File: src/rtl/sync_multi.sv
// Multi-channel Gray-pointer synchroniser: STAGES-deep sync chain per channel, registered binary view and update pulse.
// Define SYNC_GRAY_CHECK_EN to build the per-channel illegal-hop checker driving err_trg.
module sync_multi #(
    parameter int ADDR_WIDTH = 8,
    parameter int STAGES     = 2,
    parameter int CHANNELS   = 1
) (
    input  logic                           clk_trg,
    input  logic                           rst_trg,
    input  logic [CHANNELS*ADDR_WIDTH-1:0] addr_src,
    input  logic [CHANNELS-1:0]            err_clr,
    output logic [CHANNELS*ADDR_WIDTH-1:0] addr_trg,
    output logic [CHANNELS*ADDR_WIDTH-1:0] addr_bin_trg,
    output logic [CHANNELS-1:0]            upd_trg,
    output logic [CHANNELS-1:0]            err_trg
);

    generate
        if (STAGES < 2 || STAGES > 4) begin : g_bad_stages
            $error("sync_multi: STAGES must be in 2..4");
        end
        if (ADDR_WIDTH < 2 || ADDR_WIDTH > 32) begin : g_bad_width
            $error("sync_multi: ADDR_WIDTH must be in 2..32");
        end
        if (CHANNELS < 1 || CHANNELS > 8) begin : g_bad_channels
            $error("sync_multi: CHANNELS must be in 1..8");
        end
    endgenerate

    for (genvar c = 0; c < CHANNELS; c++) begin : g_ch
        logic [ADDR_WIDTH-1:0] stage_q [STAGES];
        logic [ADDR_WIDTH-1:0] prev_q;
        logic [ADDR_WIDTH-1:0] bin_q;
        logic                  upd_q;
        logic [ADDR_WIDTH-1:0] gray;
        logic [ADDR_WIDTH-1:0] bin_d;
        logic [ADDR_WIDTH-1:0] diff;

        always_ff @(posedge clk_trg or posedge rst_trg) begin
            if (rst_trg) begin
                for (int i = 0; i < STAGES; i++) begin
                    stage_q[i] <= '0;
                end
            end else begin
                stage_q[0] <= addr_src[c*ADDR_WIDTH +: ADDR_WIDTH];
                for (int i = 1; i < STAGES; i++) begin
                    stage_q[i] <= stage_q[i-1];
                end
            end
        end

        assign gray = stage_q[STAGES-1];
        assign diff = gray ^ prev_q;

        // Each binary bit is the XOR of all Gray bits at or above it.
        always_comb begin
            bin_d = '0;
            for (int i = 0; i < ADDR_WIDTH; i++) begin
                bin_d[i] = ^(gray >> i);
            end
        end

        always_ff @(posedge clk_trg or posedge rst_trg) begin
            if (rst_trg) begin
                prev_q <= '0;
                bin_q  <= '0;
                upd_q  <= 1'b0;
            end else begin
                prev_q <= gray;
                bin_q  <= bin_d;
                upd_q  <= (diff != '0);
            end
        end

`ifdef SYNC_GRAY_CHECK_EN
        logic illegal;
        logic err_q;

        // More than one set bit in diff: clearing the lowest set bit leaves something behind.
        assign illegal = ((diff & (diff - 1'b1)) != '0);

        always_ff @(posedge clk_trg or posedge rst_trg) begin
            if (rst_trg) begin
                err_q <= 1'b0;
            end else if (illegal) begin
                err_q <= 1'b1;
            end else if (err_clr[c]) begin
                err_q <= 1'b0;
            end
        end

        assign err_trg[c] = err_q;
`else
        assign err_trg[c] = 1'b0;
`endif

        assign addr_trg[c*ADDR_WIDTH +: ADDR_WIDTH]     = gray;
        assign addr_bin_trg[c*ADDR_WIDTH +: ADDR_WIDTH] = bin_q;
        assign upd_trg[c]                               = upd_q;
    end

`ifndef SYNC_GRAY_CHECK_EN
    logic unused_err_clr;
    assign unused_err_clr = ^err_clr;
`endif

endmodule

File: config.mk
export PLATFORM = sky130hd
export DESIGN_NAME = sync_multi
export DESIGN_NICKNAME = d
export VERILOG_FILES = /design/src/rtl/sync_multi.sv
export SDC_FILE = /design/constraint.sdc
export NUM_CORES = 1
export LEC_CHECK = 0
export ABC_CLOCK_PERIOD_IN_PS = 2500
export CORE_MARGIN = 5
export CORE_UTILIZATION = 46
export CTS_CLUSTER_DIAMETER = 80
export DETAILED_ROUTE_END_ITERATION = 7
export PLACE_DENSITY = 0.73
export SYNTH_ARGS = -nofsm -noshare
export SYNTH_HDL_FRONTEND = slang
export SYNTH_SLANG_ARGS = --single-unit
File: constraint.sdc
create_clock -name clk_trg -period 2.5 [get_ports clk_trg]
set_clock_uncertainty 0.2 [all_clocks]
set_input_delay 0.25 -clock clk_trg [delete_from_list [all_inputs] [get_ports clk_trg]]
set_output_delay 0.25 -clock clk_trg [all_outputs]
set_load 0.05 [all_outputs]
==> impl_metrics.tcl <==
set metrics [dict create \
    start_util 0.4835 \
    critPathSlowestCell "clkdlybuf4s50_1" \
    rsz0062_at_grt "no" \
    num_io_pins 29 \
    mostFrequentLayoutCell "dfrtp_1" \
    max_stage_delay_ps 850 \
    slew_viol_final 0 \
    worst_pin_slew_ps 508.5 \
    synth_area_um2 1080 \
    max_freq_mhz 482.7 \
    power_density_nw_per_um2 825.5 \
    p_leak_uw 0.0006036 \
    layout_common_cells "dfrtp_1 (32), clkdlybuf4s50_1 (26), xor2_1 (12)" \
    cts.root.buffer_cell "clkbuf_4" \
    vdd_ir_drop_max_mv 0.5779 \
    slew_headroom 0.6600 \
    crit_arrival_ps 1620 \
    drtAntennaViolNets 0 \
    critPathBufInv 1 \
    r2r_slack_ps 660 \
    synthTopCellsByArea "dfrtp_1 (74%), xor2_1 (9.7%), buf_4 (7.0%), xnor2_1 (2.4%), xor3_2 (2.3%)" \
    clk_pin_slew_ps 80 \
    yosysTopAreaCellShare 0.7416 \
    grt_use_total 0.09664 \
    dieArea_um2 3416 \
    top_usage_layer "met2" \
    totalPowerFinal_uw 1118 \
    antenna_found_initial 0 \
    met3_usage 0.07675 \
    port_buffers 26 \
    tns_ps 0 \
    grt_pass1_wl_um 2208 \
    wirelength_um 1359 \
    cts_buffer_depth 2 \
    path_max_fanout 5 \
    min_period_ps 2072 \
    finalWorstSetupSlack_ps 428.1 \
    yosys_warnings 0 \
    post-dp-hpwl_um 983.3 \
    multi_input_area_um2 200.2 \
    clock_sinks 32 \
    synth_cells 64 \
    ys_ff_latch 32 \
    die_w_um 58.45 \
    gp_congestion 0.6313 \
    grt_pass1_vias 520 \
    cts_resized 0 \
    core_um2 2233 \
    post_cts_buffers 0 \
    worstRegToRegCells 3 \
    cts_hold_buf 0 \
    path_delay_family "buffers and inverters" \
    endpoint_kind "primary output" \
    fin_area_um2 1354 \
    syn_nets 75 \
    r2r_end "addr_bin_trg[1]" \
    critPathRequiredTime_ps 2050 \
    dr.pass1.iters 1 \
    ys_seq_area_frac 0.7416 \
    fin_nets 99 \
    setup_violations 0 \
    syn_avg_cell_area_um2 16.87 \
    cts_tree "done" \
    critPathLaunchType "flop" \
    syn_to_final_growth_pct 25.38 \
    reg2reg_from "addr_trg[7]" \
    crit_chain "clkdlybuf4s50_1" \
    synthDistinctLibCells 10 \
    grtUsageMet2 0.1388 \
    final-seq-area_um2 800.8 \
    drive_above_1_share 0.1023 \
    critPathKind "flop to primary output" \
    fin_hold_ws_ps 99.89 \
    max_cap_violations 0 \
    htreeDepth 2 \
    hold_class "primary input to async pin" \
    die_h_um 58.45 \
    fillers 189 \
    vias 515 \
    drc 0 \
    grt_max_degree 33 \
    routed_via_density 4.440 \
    clock_latency_ps 310 \
    finalCritPeriodShare 0.8288 \
    grt_use_met1 0.09222 \
    hold_viol 0 \
    rows 17 \
    first_iter_violations 0 \
    grt.overflow.total 0 \
    cts_made_buffers 5 \
    antennaDiodeCount 0 \
    status "finished, final reports clean" \
    synth_area_leader_cell "dfrtp_1" \
    place_ws_ps 655.8 \
    placed_cell_area_um2 1308 \
    wl_per_cell_um 11.72 \
]
-- through the flow --
step | instances | util
3_5_place_dp | 109 | 0.5854
3_3_place_gp | 109 | 0.5854
4_1_cts | 116 | 0.6062
6_report | 116 | 0.6062
2_1_floorplan | 64 | -
5_1_grt | 116 | 0.6062
-- synthesized netlist by cell type --
master    n
buf_4    10
conb_1    1
dfrtp_1  32
inv_1     1
nand2_1   1
nor4_1    2
xnor2_1   3
xnor3_2   1
xor2_1   12
xor3_2    1
-- registers in the layout, summed over array words and instances, names as in the netlist --
signal,count
g_ch.prev_q,7
addr_bin_trg,8
addr_trg,8
upd_trg,1
g_ch.stage_q,8
-- report_power, final --
part           switching (uW)  internal, uW  total, uW
Combinational             180           103        283
Clock                     144           103        247
Sequential               22.5           565        588
Total                     346           771       1120
-- metal layers --
| layer | up-vias | routed length, um |
|---|---|---|
| li1 | 241 | - |
| met1 | 244 | 506 |
| met2 | 26 | 625 |
| met3 | 4 | 188 |
| met4 | 0 | 38 |
| met5 | - | 0 |
-- cells by family after synthesis --
group	count (synthesis)	synth area share
xor gates and xnor gates	17	0.1669
buffers and inverters	11	0.07300
and+or+nand+nor	3	0.01506
other	1	0.003473
DFF	32	0.7416
-- cell type report --
cell class / instances / area share
Clock buffer: 6 / 0.03050
Clock inverter: 1 / 0.003697
Multi-Input combinational cell: 21 / 0.1479
Tap cell: 28 / 0.02588
Inverter: 1 / 0.002773
Timing Repair Buffer: 27 / 0.1978
Sequential cell: 32 / 0.5915
-- worst min-delay path, delay by kind of cell --
family | cells | cell delay, ps
buffers and inverters | 3 | 780
-- worst max path at each step --
stage	start	slack, ps	to	cells after the start
3_5_place_dp	addr_trg[7]	660	addr_bin_trg[1]	3
2_1_floorplan	addr_trg[7]	740	addr_bin_trg[1]	3
6_report	addr_trg[6]	430	addr_trg[6]	1
3_3_place_gp	addr_trg[7]	680	addr_bin_trg[1]	3
5_1_grt	addr_trg[3]	350	addr_trg[3]	1
4_1_cts	addr_trg[6]	400	addr_trg[6]	1
Power figures use the tool's default switching activity.
